File: config.mk
export PLATFORM = sky130hd
export DESIGN_NAME = fsm_game_mp_flat
export DESIGN_NICKNAME = d
export VERILOG_FILES = /design/src/rtl/fsm_game_mp_if.sv /design/src/rtl/fsm_game_mp.sv /design/src/flat_wrapper.sv
export SDC_FILE = /design/constraint.sdc
export NUM_CORES = 1
export LEC_CHECK = 0
export ABC_AREA = 1
export CORE_MARGIN = 1
export CORE_UTILIZATION = 40
export DETAILED_ROUTE_END_ITERATION = 7
export PLACE_DENSITY = 0.73
export SLEW_MARGIN = 15
export SYNTH_ARGS = -nofsm -noshare
export SYNTH_HDL_FRONTEND = slang
export SYNTH_SLANG_ARGS = --single-unit
export TNS_END_PERCENT = 5
File: constraint.sdc
create_clock -name clk_i -period 1.45 [get_ports clk_i]
set_input_delay 0.145 -clock clk_i [delete_from_list [all_inputs] [get_ports clk_i]]
set_output_delay 0.145 -clock clk_i [all_outputs]
set_load 0.02 [all_outputs]
File: src/rtl/fsm_game_mp_if.sv
// Shared message/state types and the button/display bus between the strobe
// conditioners, the multi-player game controller and the stopwatch path.
package datatype_package;
  typedef enum logic [2:0] {
    EMPTY_MSG,
    WELCOME_MSG,
    READY_MSG,
    STOPWATCH_MSG,
    WIN_MSG,
    LOSE_MSG
  } msg_t;

  typedef enum logic [2:0] {
    IDLE_S,
    WELCOME_S,
    READY_S,
    RUN_S,
    SHOOT_S,
    WIN_S,
    SCORE_S,
    LOSE_S
  } game_state_t;
endpackage

interface fsm_game_mp_if #(
  parameter int N_PLAYERS = 2,
  parameter int MAX_SHOTS = 6
);
  import datatype_package::*;

  localparam int PW = (N_PLAYERS > 1) ? $clog2(N_PLAYERS) : 1;
  localparam int SW = $clog2(MAX_SHOTS + 1);

  logic [N_PLAYERS-1:0] btn_stb_i;
  logic                 win_i;
  logic                 reset_o;
  logic                 pause_o;
  msg_t                 msg_o;
  logic [PW-1:0]        player_o;
  logic [SW-1:0]        shots_left_o;
  logic                 winner_vld_o;

  modport master (
    output btn_stb_i, win_i,
    input  reset_o, pause_o, msg_o, player_o, shots_left_o, winner_vld_o
  );

  modport slave (
    input  btn_stb_i, win_i,
    output reset_o, pause_o, msg_o, player_o, shots_left_o, winner_vld_o
  );
endinterface

File: src/rtl/fsm_game_mp.sv
// Multi-player stopwatch game controller: players shoot in turn from a shared
// shot budget; the game ends in a win (first on-target stop) or a lose.
module fsm_game_mp
  import datatype_package::*;
#(
  parameter int N_PLAYERS                = 2,
  parameter int MAX_SHOTS                = 6,
  parameter int PAUSE_DURATINON_HW_TICKS = 5
) (
  input  logic          clk_i,
  input  logic          res_i,
  fsm_game_mp_if.slave  bus
);
  localparam int PW = (N_PLAYERS > 1) ? $clog2(N_PLAYERS) : 1;
  localparam int SW = $clog2(MAX_SHOTS + 1);
  localparam int TW = $clog2(PAUSE_DURATINON_HW_TICKS + 1);

  game_state_t   r_state;
  game_state_t   w_state_next;
  logic [TW-1:0] r_timer;
  logic [PW-1:0] r_player;
  logic [SW-1:0] r_shots;
  logic          r_winner_vld;

  logic          w_any_btn;
  logic          w_shot;
  logic          w_timer_last;
  logic          w_timed;
  logic [PW-1:0] w_player_inc;

  assign w_any_btn    = |bus.btn_stb_i;
  assign w_shot       = bus.btn_stb_i[r_player];
  assign w_timer_last = (r_timer == TW'(PAUSE_DURATINON_HW_TICKS - 1));
  assign w_timed      = (r_state == READY_S) || (r_state == SHOOT_S) ||
                        (r_state == WIN_S)   || (r_state == SCORE_S);
  assign w_player_inc = (r_player == PW'(N_PLAYERS - 1)) ? '0 : r_player + PW'(1);

  always_comb begin
    w_state_next = r_state;
    case (r_state)
      IDLE_S:    w_state_next = WELCOME_S;
      WELCOME_S: if (w_any_btn) w_state_next = READY_S;
      READY_S:   if (w_timer_last) w_state_next = RUN_S;
      RUN_S:     if (w_shot) w_state_next = SHOOT_S;
      SHOOT_S: begin
        if (w_timer_last) begin
          if (bus.win_i)          w_state_next = WIN_S;
          else if (r_shots == '0) w_state_next = LOSE_S;
          else                    w_state_next = RUN_S;
        end
      end
      // A button press wins over the WIN/SCORE toggle on the same edge.
      WIN_S: begin
        if (w_any_btn)         w_state_next = IDLE_S;
        else if (w_timer_last) w_state_next = SCORE_S;
      end
      SCORE_S: begin
        if (w_any_btn)         w_state_next = IDLE_S;
        else if (w_timer_last) w_state_next = WIN_S;
      end
      LOSE_S:    if (w_any_btn) w_state_next = IDLE_S;
      default:   w_state_next = IDLE_S;
    endcase
  end

  always_ff @(posedge clk_i) begin
    if (!res_i) begin
      r_state      <= IDLE_S;
      r_timer      <= '0;
      r_player     <= '0;
      r_shots      <= SW'(MAX_SHOTS);
      r_winner_vld <= 1'b0;
    end else begin
      r_state <= w_state_next;

      if (w_state_next != r_state) r_timer <= '0;
      else if (w_timed)            r_timer <= r_timer + TW'(1);

      case (r_state)
        IDLE_S: begin
          r_shots      <= SW'(MAX_SHOTS);
          r_player     <= '0;
          r_winner_vld <= 1'b0;
        end
        RUN_S: if (w_shot) r_shots <= r_shots - SW'(1);
        SHOOT_S: begin
          if (w_timer_last) begin
            if (bus.win_i)          r_winner_vld <= 1'b1;
            else if (r_shots != '0) r_player     <= w_player_inc;
          end
        end
        default: ;
      endcase

      // Winner flag only describes the finished game, so drop it on the way out.
      if (w_state_next == IDLE_S) r_winner_vld <= 1'b0;
    end
  end

  always_comb begin
    bus.reset_o = 1'b0;
    bus.pause_o = 1'b1;
    bus.msg_o   = EMPTY_MSG;
    case (r_state)
      IDLE_S:    bus.reset_o = 1'b1;
      WELCOME_S: bus.msg_o   = WELCOME_MSG;
      READY_S:   bus.msg_o   = READY_MSG;
      RUN_S: begin
        bus.pause_o = 1'b0;
        bus.msg_o   = STOPWATCH_MSG;
      end
      SHOOT_S:   bus.msg_o   = STOPWATCH_MSG;
      WIN_S:     bus.msg_o   = WIN_MSG;
      SCORE_S:   bus.msg_o   = STOPWATCH_MSG;
      LOSE_S:    bus.msg_o   = LOSE_MSG;
      default:   bus.msg_o   = EMPTY_MSG;
    endcase
  end

  assign bus.player_o     = r_player;
  assign bus.shots_left_o = r_shots;
  assign bus.winner_vld_o = r_winner_vld;
endmodule

File: src/flat_wrapper.sv
// flat-port wrapper written by rule: the top's interface ports become plain ports
module fsm_game_mp_flat import datatype_package::*;
#(
  parameter int N_PLAYERS                = 2,
  parameter int MAX_SHOTS                = 6,
  parameter int PAUSE_DURATINON_HW_TICKS = 5
)
  (clk_i, res_i, bus_btn_stb_i, bus_win_i, bus_reset_o, bus_pause_o, bus_msg_o, bus_player_o, bus_shots_left_o, bus_winner_vld_o);
  fsm_game_mp_if #(.N_PLAYERS(N_PLAYERS), .MAX_SHOTS(MAX_SHOTS)) bus_i ();
  input  logic clk_i;
  input  logic res_i;
  input wire logic [$bits(bus_i.btn_stb_i)-1:0] bus_btn_stb_i;
  input wire logic [$bits(bus_i.win_i)-1:0] bus_win_i;
  output wire logic [$bits(bus_i.reset_o)-1:0] bus_reset_o;
  output wire logic [$bits(bus_i.pause_o)-1:0] bus_pause_o;
  output wire logic [$bits(bus_i.msg_o)-1:0] bus_msg_o;
  output wire logic [$bits(bus_i.player_o)-1:0] bus_player_o;
  output wire logic [$bits(bus_i.shots_left_o)-1:0] bus_shots_left_o;
  output wire logic [$bits(bus_i.winner_vld_o)-1:0] bus_winner_vld_o;
  assign bus_i.btn_stb_i = bus_btn_stb_i;
  assign bus_i.win_i = bus_win_i;
  assign bus_reset_o = bus_i.reset_o;
  assign bus_pause_o = bus_i.pause_o;
  assign bus_msg_o = bus_i.msg_o;
  assign bus_player_o = bus_i.player_o;
  assign bus_shots_left_o = bus_i.shots_left_o;
  assign bus_winner_vld_o = bus_i.winner_vld_o;
  fsm_game_mp #(.N_PLAYERS(N_PLAYERS), .MAX_SHOTS(MAX_SHOTS), .PAUSE_DURATINON_HW_TICKS(PAUSE_DURATINON_HW_TICKS)) u_core (.clk_i(clk_i), .res_i(res_i), .bus(bus_i));
endmodule
==> run summary, run 1 <==
Final setup viols - 0
hpwl dp - 1630 µm
RSZ-0062 raised after global routing - true
CORE AREA - 0.00196 mm²
fill count - 219
ratio of cells with drive above 1 in the final layout - 31.0%
Worst-Margin Slew - 0.234 ns
Clk pwr share - 26.3%
maximum vdd ir drop - 0.636 mV
Slew Viols, Final - 0
final hold slack - 0.481 ns
Gate Count Post-Synth - 131
first-pass GRT wire length - 2940 µm
root buffer cell - clkbuf_4
I/O Buffers - 14
Lkg Pwr - 0.559 nW
TritonCTS clock tree - done
I/O pin count - 15
Die X - 47.7 µm
largest net degree at the start of global routing - 8
status - finished clean
Via-to-Cell Ratio - 4.69
P_int - 515 µW
top post-synthesis cells by area - dfxtp_1 26%, nand2_1 16%, inv_1 9.4%
Max Cap Viol - 0
clock slew at reported path FFs - 0.07 ns
Synth Register Bits - 11
vias post-DR - 867
clock sinks - 11
Hold-fix buffers, CTS - 0
Design Power - 774 µW
largest area contributor in the netlist - dfxtp_1
Comb pwr share - 30.8%
CP Data Required Time - 1.31 ns
Initial DRC Count - 34
First-pass DRT Iterations - 5
CTS H-tree depth - 1
sequential power share - 42.9%
commonest non-fill, non-tap cells in the layout - 34 x nand2_1, 20 x inv_1, 11 x buf_4, 9 x nand3_1, 9 x nor2_1
Post-Route Utilization - 57.7%
fmax - 716 MHz
origin of the worst min-delay path - u_core.bus.shots_left_o[0]$_SDFFE_PN0P_
switching portion of total power - 33.5%
CTS Buf Count - 3
Clock Path Buffers - 2
Layout area overhead - 35.7%
nets in the synthesized netlist - 140
synth unique cells - 24
critical path peak fanout - 7
commonest non-fill, non-tap cell in the layout - nand2_1
nature of the critical path startpoint - flop
Slew Limit Headroom - 84.4%
# DRC - 0
total gr overflow - 0
final non-filler cell total - 185
Worst Hold Class - reg2reg
dpl cells - 181
Reg2Reg Launch Point - u_core.bus.shots_left_o[1]$_SDFFE_PN1P_
nets - 168
yosys warns - 0
routed wire length - 2010 µm
Final Hold Fails - 0
Global Route Usage Sum - 18.9%
CP Class - reg2out
sequential area share after synthesis - 26.4%
initial core utilization - 42.5%
Mapped Area - 835 µm²
switching pwr - 259 µW
Syn Area/Cell - 6.37 µm²
clock latency on the worst-skew pair - 0.27 ns
top cell type's share of synthesized area - 26.4%
Routed WL per cell - 10.8 µm
arrival time at the worst endpoint - 1.25 ns
minimum clock period - 1.40 ns
Worst Setup SP - u_core.r_state[1]$_SDFF_PN0_
PD cells - 683 mW/mm²
routability congestion estimate - 0.801
ANT cells - 0
setup_tns - 0 ns
Site Rows - 16
Chip Height - 47.7 µm
vias in the first global route - 754
crit path capture type - output port
Worst Skew - 0.000585 ns
initial antenna violation count - 0
Antenna Nets Post-Route - 0
Tcrit/Tclk final - 96.3%
die area - 0.00227 mm²
## layer usage
metal	vias to the layer above	GRT usage (%)	wire, µm	part of all wire, %
li1	459	-	-	-
met1	388	21.3	873	44
met2	20	36.2	1040	52
met3	0	6.79	97	4.8
met4	0	0	0	0
met5	-	0	0	0
## worst paths after layout
| check | endpoint | slack [ns] | cells past startpoint |
|---|---|---|---|
| worst max-delay path | bus_msg_o[0] | 0.05 | 4 |
| worst min-delay path | u_core.bus.shots_left_o[0]$_SDFFE_PN0P_ | 0.48 | 2 |
| worst max register to register | u_core.bus.winner_vld_o$_SDFFE_PP0P_ | 0.06 | 9 |
| worst min register to register | u_core.bus.shots_left_o[0]$_SDFFE_PN0P_ | 0.48 | 2 |
## final cells by class
type | instances | area [µm²] | area share, %
Clock buffer | 3 | 22.5 | 1.99
Clock inverter | 1 | 5.00 | 0.442
Inverter | 26 | 97.6 | 8.62
Multi-Input combinational cell | 92 | 534 | 47.2
Sequential cell | 11 | 228 | 20.1
Tap cell | 27 | 33.8 | 2.98
Timing Repair Buffer | 25 | 211 | 18.7
## worst max-delay path: stages, from the launching register on
cell and delay, ns:
dfxtp_2 0.42, inv_2 0.08, nand3_1 0.10, nand3_1 0.07
dlygate4sd2_1 0.32
## flip-flops by register name, summed over array words and instances, names as in the netlist
| name | flops |
|---|---|
| u_core.r_state | 3 |
| u_core.bus.shots_left_o | 3 |
| u_core.bus.player_o | 1 |
| u_core.r_timer | 3 |
| u_core.bus.winner_vld_o | 1 |
## per-stage QoR
| stage | area (µm²) | setup WS [ns] |
|---|---|---|
| 2_1_floorplan | 836 | 0.0300 |
| 3_3_place_gp | 1070 | -0.0861 |
| 3_5_place_dp | 1070 | -0.175 |
| 4_1_cts | 1100 | 0.000678 |
| 5_1_grt | 1130 | -0.0440 |
| 6_report | 1130 | 0.0534 |
## Yosys cell counts
| master | count |
|---|---|
| nand2_1 | 35 |
| inv_1 | 21 |
| dfxtp_1 | 11 |
| nor2_1 | 11 |
| nand3_1 | 9 |
| a21oi_1 | 6 |
| inv_2 | 5 |
| ha_1 | 4 |
| nand2_2 | 4 |
| o21ai_0 | 4 |
| nor2_2 | 3 |
| nor3_2 | 3 |
| o21ai_1 | 3 |
| nand3_2 | 2 |
| and2_1 | 1 |
| buf_4 | 1 |
| buf_6 | 1 |
| nand2_4 | 1 |
| nand4_1 | 1 |
| nor2_4 | 1 |
| o211a_1 | 1 |
| o21ai_2 | 1 |
| xnor2_1 | 1 |
| xor2_1 | 1 |
## power by group through the flow
| stage | Clock [mW] | Combinational [mW] | Sequential [mW] |
|---|---|---|---|
| detailed placement | 0 | 0.241 | 0.337 |
| floorplan | 0 | 0.146 | 0.334 |
| global route | 0.223 | 0.266 | 0.333 |
| global placement | 0 | 0.235 | 0.336 |
| finish | 0.204 | 0.238 | 0.332 |
| CTS | 0.211 | 0.232 | 0.331 |
## cell families (layout without fill, tap and decap cells)
family                   Yosys count  after routing  share of synthesized area (%)
buffers and inverters             28             55                           13.9
XOR/XNOR                           2              2                           2.10
flip-flops                        11             11                           26.4
AO/OA/AOI/OAI                     15             15                           10.0
AND/OR/NAND/NOR                   71             71                           41.5
adder cells (fa/ha/maj)            4              4                           6.00
## repair_timing
| item | 4_1_cts | 5_1_grt |
|---|---|---|
| pin swaps | 0 | 5 |
| gates cloned | 0 | 0 |
| setup buffers | 0 | 0 |
| gates resized for setup | 9 | 14 |
| setup endpoints to repair | 7 | 8 |
No activity file was read; power rests on OpenSTA's default activity.
==> run 2, diff against run 1 <==
--- a/config.mk
+++ b/config.mk
@@ -6,10 +6,11 @@
 export NUM_CORES = 1
 export LEC_CHECK = 0
 export ABC_AREA = 1
-export CORE_MARGIN = 1
+export CORE_MARGIN = 3
 export CORE_UTILIZATION = 40
 export DETAILED_ROUTE_END_ITERATION = 7
 export PLACE_DENSITY = 0.73
+export SETUP_SLACK_MARGIN = 0.02
 export SLEW_MARGIN = 15
 export SYNTH_ARGS = -nofsm -noshare
 export SYNTH_HDL_FRONTEND = slang
==> run 2 against run 1 <==
  * Cell count up 2.2%
  * Combinational power up 9.2%
  * Power up 4.0%
  * Count of clock-buffer cells in the layout up 1
  * Routed wire length up 7.0%
  * Global-route usage down 2.4 points
  * Non-clock buffer count up 6
==> run summary, run 2 (synthesis gave the netlist of run 1 again) <==
CP Class - reg2reg
largest net degree at the start of global routing - 9 (+1)
Routed WL per cell - 11.4 µm (+4.8%)
commonest non-fill, non-tap cells in the layout - 32 x nand2_1, 18 x inv_1, 16 x buf_4, 9 x nand3_1
Max Cap Viol - 0 (unchanged)
First-pass DRT Iterations - 4 (-1)
Worst Setup SP - u_core.bus.shots_left_o[0]$_SDFFE_PN0P_
hpwl dp - 1610 µm (-1.2%)
Tcrit/Tclk final - 95.6% (-0.72 points)
Worst Skew - 0.00568 ns (+0.00510 ns)
origin of the worst min-delay path - u_core.bus.shots_left_o[0]$_SDFFE_PN0P_
# DRC - 0 (unchanged)
CTS H-tree depth - 1 (unchanged)
clock sinks - 11 (unchanged)
Worst-Margin Slew - 0.225 ns (-0.00889 ns)
ANT cells - 0 (unchanged)
clock slew at reported path FFs - 0.07 ns (about the same)
dpl cells - 184 (+1.7%)
Design Power - 805 µW (+4.0%)
Reg2Reg Launch Point - u_core.bus.shots_left_o[0]$_SDFFE_PN0P_
Die X - 51.7 µm (+8.4%)
TritonCTS clock tree - done
final non-filler cell total - 189 (+2.2%)
clock latency on the worst-skew pair - 0.27 ns (about the same)
initial core utilization - 45.4% (+2.8 points)
CP Data Required Time - 1.61 ns (+0.30 ns)
maximum vdd ir drop - 0.547 mV (-14%)
Slew Viols, Final - 0 (unchanged)
crit path capture type - flop
RSZ-0062 raised after global routing - true
R2R depth - 9 (unchanged)
arrival time at the worst endpoint - 1.55 ns (+0.30 ns)
Hold-fix buffers, CTS - 0 (unchanged)
nets - 174 (+3.6%)
Final Hold Fails - 0 (unchanged)
vias in the first global route - 835 (+11%)
fmax - 721 MHz (+0.75%)
commonest non-fill, non-tap cell in the layout - nand2_1
Clock Path Buffers - 2 (unchanged)
Initial DRC Count - 9 (-74%)
CTS Buf Count - 3 (unchanged)
status - finished clean
die area - 0.00267 mm² (+17%)
hold depth - 2 (unchanged)
CORE AREA - 0.00184 mm² (-6.3%)
I/O pin count - 15 (unchanged)
Slew Limit Headroom - 84.9% (+0.56 points)
setup slack at placement - -0.148 ns (+0.0265 ns)
critical path peak fanout - 3 (-4)
Lkg Pwr - 0.580 nW (+3.7%)
ratio of cells with drive above 1 in the final layout - 37.2% (+6.2 points)
vias post-DR - 910 (+5.0%)
minimum clock period - 1.39 ns (-0.0104 ns)
Post-Route Utilization - 65.4% (+7.7 points)
routability congestion estimate - 0.829 (+3.6%)
Worst Hold Class - reg2reg
nature of the critical path startpoint - flop
total gr overflow - 0 (unchanged)
setup ws final - 0.0638 ns (+0.0104 ns)
PD cells - 669 mW/mm² (-2.0%)
Global Route Usage Sum - 16.5% (-2.4 points)
fill count - 180 (-18%)
Site Rows - 15 (-1)
Via-to-Cell Ratio - 4.81 (+2.7%)
routed wire length - 2150 µm (+7.0%)
Antenna Nets Post-Route - 0 (unchanged)
Chip Height - 51.7 µm (+8.4%)
root buffer cell - clkbuf_4
I/O Buffers - 14 (unchanged)
Final setup viols - 0 (unchanged)
first-pass GRT wire length - 3310 µm (+12%)
initial antenna violation count - 0 (unchanged)
Layout area overhead - 44.1%
[run 2: final timing paths]
| check | endpoint | slack [ns] |
|---|---|---|
| setup / recovery | u_core.bus.winner_vld_o$_SDFFE_PP0P_ | 0.06 |
| hold / removal | u_core.bus.shots_left_o[0]$_SDFFE_PN0P_ | 0.49 |
| setup reg to reg | u_core.bus.winner_vld_o$_SDFFE_PP0P_ | 0.06 |
| hold reg to reg | u_core.bus.shots_left_o[0]$_SDFFE_PN0P_ | 0.49 |
[run 2: cell type report]
cell class	count	area [µm²]	area share, %
Clock buffer	4	26.3	2.19
Sequential cell	11	234	19.5
Multi-Input combinational cell	92	547	45.5
Tap cell	25	31.3	2.60
Inverter	26	97.6	8.12
Timing Repair Buffer	31	267	22.2
[run 2: through the flow]
step                hold slack (ns)  cell area, µm²  setup TNS, ns
floorplan                     0.283             836              0
global placement              0.471            1120         -0.370
detailed placement            0.469            1120         -0.622
CTS                           0.482            1150        -0.0248
global route                  0.521            1200        -0.0613
finish                        0.489            1200              0
[run 2: layer usage]
layer  GRT usage (%)  share of wire [%]  vias up
met5               0                  0        -
met4            3.49               0.61        0
met3            6.59                5.2        3
met2            30.3                 53       26
met1            17.5                 41      409
li1                -                  -      472
[run 2: timing repair]
item                                   in CTS  in global routing
setup buffers                               0                  1
endpoints found under the hold margin       0                  0
gates resized for setup                    13                 23
pin swaps                                   1                  6
setup endpoints to repair                  11                 14
[run 2: where the power goes]
part           switching [mW]  leakage, nW  internal, mW
clock network           0.107       0.0150         0.107
registers              0.0177       0.0920         0.314
logic                   0.147        0.473         0.113
[run 2: worst max-delay path: stages, from the launching register on]
cell and delay [ns]:
dfxtp_2 0.34, inv_1 0.06, ha_1 0.20, nand2_1 0.07, nand2_1 0.07, o21ai_2 0.16, and2_4 0.18, nand2_2 0.05
nor2_2 0.11, nor2_2 0.03
==> run 3, diff against run 2 <==
--- a/config.mk
+++ b/config.mk
@@ -11,7 +11,6 @@
 export DETAILED_ROUTE_END_ITERATION = 7
 export PLACE_DENSITY = 0.73
 export SETUP_SLACK_MARGIN = 0.02
-export SLEW_MARGIN = 15
 export SYNTH_ARGS = -nofsm -noshare
 export SYNTH_HDL_FRONTEND = slang
 export SYNTH_SLANG_ARGS = --single-unit
==> results of run 3 <==
The final DEF is identical to that of run 2; final timing and power are the same.
==> patch 1 (config.mk and constraints of run 1) <==
Encoding of `game_state_t`: now Gray code (3 bits for 8 states).
--- a/src/rtl/fsm_game_mp_if.sv
+++ b/src/rtl/fsm_game_mp_if.sv
@@ -11,14 +11,14 @@
   } msg_t;
 
   typedef enum logic [2:0] {
-    IDLE_S,
-    WELCOME_S,
-    READY_S,
-    RUN_S,
-    SHOOT_S,
-    WIN_S,
-    SCORE_S,
-    LOSE_S
+    IDLE_S    = 3'b000,
+    WELCOME_S = 3'b001,
+    READY_S   = 3'b011,
+    RUN_S     = 3'b010,
+    SHOOT_S   = 3'b110,
+    WIN_S     = 3'b111,
+    SCORE_S   = 3'b101,
+    LOSE_S    = 3'b100
   } game_state_t;
 endpackage
 
Function: same outputs for any inputs over 10 cycles, from zero or initial values; not proved beyond that.
==> patch 1 against run 1 <==
Setup slack worse by 0.044 ns; final cell count decreased by 5.4%; clock skew is 0.0069 ns higher; routed wire length decreased by 1.8%; count of clock-buffer cells in the layout is 1 higher; register-to-register slack got worse by 0.05 ns; total power rose by 12%; largest power group unchanged; design area grew 0.44%; sequential cell count unchanged; synthesized area is 8.2% lower.
==> patch 1: results (changes against run 1) <==
| Metric | Value |
|---|---|
| Metal-1 WL | 937 µm (was 873 µm) |
| DP Area | 1039 µm² (was 1074 µm²) |
| Fin Clk Skew | 0.007533 ns (was 0.0005851 ns) |
| Syn_nets | 125 (was 140) |
| Fmax | 0.6939 GHz (was 0.7160 GHz) |
| DP HPWL | 1.415 mm (was 1.634 mm) |
| Worst reg-to-reg setup slack | 0.009 ns (was 0.06 ns) |
| GPL Wtd Cong | 0.8879 (was 0.8005) |
| Worst-path fanout max | 4 (was 7) |
| Total iterations of the first detailed-routing run | 4 (was 5) |
| Crit path largest cell delay | 0.33 ns (was 0.42 ns) |
| Hold/Removal Path Class | input pin to register (was register to register) |
| Peak VDD IR | 0.6288 mV (was 0.6359 mV) |
| Cells after Synth | 116 (was 131) |
| Status | complete, no violations (unchanged) |
| Vias per inst | 4.869 (was 4.686) |
| Area share of fa/ha/maj cells after synthesis | 6.536% (was 5.997%) |
| Layout cells sized above 1 | 38.00% (was 31.01%) |
| Largest net degree at the start of global routing | 7 (was 8) |
| Xor/xnor share of the synthesized area | 3.431% (was 2.099%) |
| Sequential area share after synthesis | 28.76% (was 26.39%) |
| First-pass GRT wire length | 2.987 mm (was 2.939 mm) |
| Worst path top cell family by delay | simple AND/OR/NAND/NOR gates (was flip-flops) |
| Avg WL per Cell | 11.25 µm (was 10.84 µm) |
| # nets final | 160 (was 168) |
| Synth area leaders | dfxtp_1 29%, nand2_1 13%, inv_1 8.3% (was dfxtp_1 26%, nand2_1 16%, inv_1 9.4%) |
| GR Util All Layers | 20.39% (was 18.89%) |
| Crit Path Category | register to register (was register to primary output) |
| Dpl cells | 169 (was 181) |
| R2R depth | 11 (was 9) |
patch 1: cell count changes in the layout (fill, tap and decap cells not counted), sizes merged, moves of 2 or more:
cell / change
buf: +9
dlymetal6s2s: +2
inv: -7
dlygate4sd2: -5
nand2: -11
clkdlybuf4s15: +2
a21boi: +2
nand4: +2
xor2: +2
patch 1: worst min path at each step:
stage                                          start                    endpoint  slack, ns  depth (start not counted)
final                                          res_i         u_core.bus.player_o       0.50                          3
after global routing                           res_i         u_core.bus.player_o       0.54                          3
after CTS                                      res_i         u_core.bus.player_o       0.46                          3
after detailed placement  u_core.bus.shots_left_o[2]  u_core.bus.shots_left_o[2]       0.51                          2
after global placement    u_core.bus.shots_left_o[2]  u_core.bus.shots_left_o[2]       0.50                          2
after floorplan                                res_i         u_core.bus.player_o       0.28                          2
patch 1: worst register-to-register path, delay by kind of cell (launching register included):
family                   cells  cell delay [ns]
adder cells (fa/ha/maj)      1             0.14
AND/OR/NAND/NOR              8             0.69
flip-flops                   1             0.33
buffers and inverters        2             0.22
patch 1: cell families after synthesis:
family | after synthesis
flops | 11
compound gates | 16
xor+xnor | 3
fa+ha+maj | 4
simple gates | 61
buf+inv | 21
patch 1: area by class of cell:
type / count / area [µm²]
multi-input cells: 84 / 510.5
clock buffers: 4 / 26.28
fillers: 164 / 626.9
flip-flops and latches: 11 / 226.5
well taps: 25 / 31.28
repair buffers: 32 / 266.5
inverters: 19 / 76.32
patch 1: timing repair:
action	in CTS	in global routing
pin swaps	1	10
cloned	0	0
gates resized for setup	16	29
buffers inserted	0	2
setup endpoints to repair	10	13
patch 1: per-stage QoR:
| step | hold slack [ns] | setup TNS (ns) |
|---|---|---|
| after floorplan | 0.2834 | 0 |
| after global placement | 0.4969 | -0.3093 |
| after detailed placement | 0.5127 | -0.4858 |
| after CTS | 0.4642 | -0.06350 |
| after global routing | 0.5435 | -0.4398 |
| final | 0.5043 | 0 |
patch 1: power by group:
group / total, µW / switching (µW) / internal (µW)
logic: 306 / 168 / 138
registers: 337 / 16.7 / 320
clock network: 225 / 119 / 107
total: 867 / 303 / 564
patch 1: layer usage:
| metal | GRT usage [%] | vias to the layer above |
|---|---|---|
| li1 | - | 438 |
| met1 | 26.81 | 382 |
| met4 | 14.71 | 0 |
| met3 | 3.175 | 4 |
| met2 | 30.00 | 28 |
| met5 | 0 | - |
==> patch 2 (flow settings as in run 1) <==
Without the edit above. `N_PLAYERS` is set to 2 in 3 places; all go to 1.
--- a/src/rtl/fsm_game_mp_if.sv
+++ b/src/rtl/fsm_game_mp_if.sv
@@ -23,7 +23,7 @@
 endpackage
 
 interface fsm_game_mp_if #(
-  parameter int N_PLAYERS = 2,
+  parameter int N_PLAYERS = 1,
   parameter int MAX_SHOTS = 6
 );
   import datatype_package::*;
--- a/src/rtl/fsm_game_mp.sv
+++ b/src/rtl/fsm_game_mp.sv
@@ -3,7 +3,7 @@
 module fsm_game_mp
   import datatype_package::*;
 #(
-  parameter int N_PLAYERS                = 2,
+  parameter int N_PLAYERS                = 1,
   parameter int MAX_SHOTS                = 6,
   parameter int PAUSE_DURATINON_HW_TICKS = 5
 ) (
--- a/src/flat_wrapper.sv
+++ b/src/flat_wrapper.sv
@@ -1,7 +1,7 @@
 // flat-port wrapper written by rule: the top's interface ports become plain ports
 module fsm_game_mp_flat import datatype_package::*;
 #(
-  parameter int N_PLAYERS                = 2,
+  parameter int N_PLAYERS                = 1,
   parameter int MAX_SHOTS                = 6,
   parameter int PAUSE_DURATINON_HW_TICKS = 5
 )
Interface: changed (resized bus_btn_stb_i); port bits go from 15 to 14. No check against the original RTL was run, so the function may have changed too.
==> patch 2 against run 1 <==
Setup slack worse by 0.021 ns; routed wire length down 6.8%; sequential cell count down 1; synthesized area down 10%; design area down 1.4%; sequential share of layout area down 0.94 points.
Power is not compared: it rests on default switching activity, and its combinational part moved more than twofold at a synthesized area within 25%.
==> patch 2: results (changes against run 1) <==
| Metric | Value |
|---|---|
| Vias per inst | 4.753 (was 4.686) |
| Post-synth top cells | 29 x nand2_1, 19 x inv_1, 11 x nor2_1, 10 x dfxtp_1 (was 35 x nand2_1, 21 x inv_1, 11 x dfxtp_1, 11 x nor2_1, 9 x nand3_1) |
| Worst reg-to-reg setup slack | 0.03 ns (was 0.06 ns) |
| GR Layer Usage met2 | 35.65% (was 36.16%) |
| GPL Wtd Cong | 0.9210 (was 0.8005) |
| Met1 Usage GRT | 22.14% (was 21.27%) |
| Clk tree area frac | 3.251% (was 2.431%) |
| Dpl cells | 163 (was 181) |
| Syn_nets | 122 (was 140) |
| CP arrival | 1.58 ns (was 1.25 ns) |
| First-pass GRT wire length | 2.918 mm (was 2.939 mm) |
| Fin cells | 170 (was 185) |
| # port buffers | 12 (was 14) |
| Layout cells sized above 1 | 40.69% (was 31.01%) |
| Mean Syn Cell Area | 6.563 µm² (was 6.371 µm²) |
| Fraction of area in multi-input gates | 43.27% (was 47.18%) |
| Via count of the first global-routing pass | 757 (was 754) |
| Area share of fa/ha/maj cells after synthesis | 6.689% (was 5.997%) |
| Detailed Route WL | 1.870 mm (was 2.006 mm) |
| Crit path largest cell delay | 0.35 ns (was 0.42 ns) |
| Fraction of area in registers | 19.17% (was 20.11%) |
| Total iterations of the first detailed-routing run | 4 (was 5) |
| Inverter count | 21 (was 26) |
| Status | complete, no violations (unchanged) |
| Worst path top cell family by delay | simple AND/OR/NAND/NOR gates (was flip-flops) |
| Sequential area share after synthesis | 26.76% (was 26.39%) |
| Comb_multi_in | 79 (was 92) |
| DP Area | 999.7 µm² (was 1074 µm²) |
| DR WL met2 | 987 µm (was 1.035 mm) |
| Unique cell type count in the Yosys netlist | 25 (was 24) |
## patch 2: cell count changes after synthesis, moves of 2 or more
| cell | change |
|---|---|
| nand2_1 | -6 |
| nand3_1 | -5 |
| inv_2 | -4 |
| nand4_1 | +4 |
| nor3_2 | -3 |
| a21oi_1 | -2 |
| buf_4 | +2 |
| inv_1 | -2 |
| nor2_4 | +2 |
| o21ai_1 | -2 |
## patch 2: worst paths after layout
path                                            startpoint                    endpoint  cells past startpoint
worst max register to register  u_core.bus.shots_left_o[0]     u_core.bus.winner_vld_o                     10
worst min-delay path            u_core.bus.shots_left_o[1]  u_core.bus.shots_left_o[1]                      2
worst min register to register  u_core.bus.shots_left_o[1]  u_core.bus.shots_left_o[1]                      2
worst max-delay path            u_core.bus.shots_left_o[0]     u_core.bus.winner_vld_o                     10
## patch 2: repair_timing
action | 4_1_cts | 5_1_grt
setup endpoints to repair | 9 | 6
pin swaps | 0 | 11
gates resized for setup | 12 | 22
buffers inserted | 0 | 3
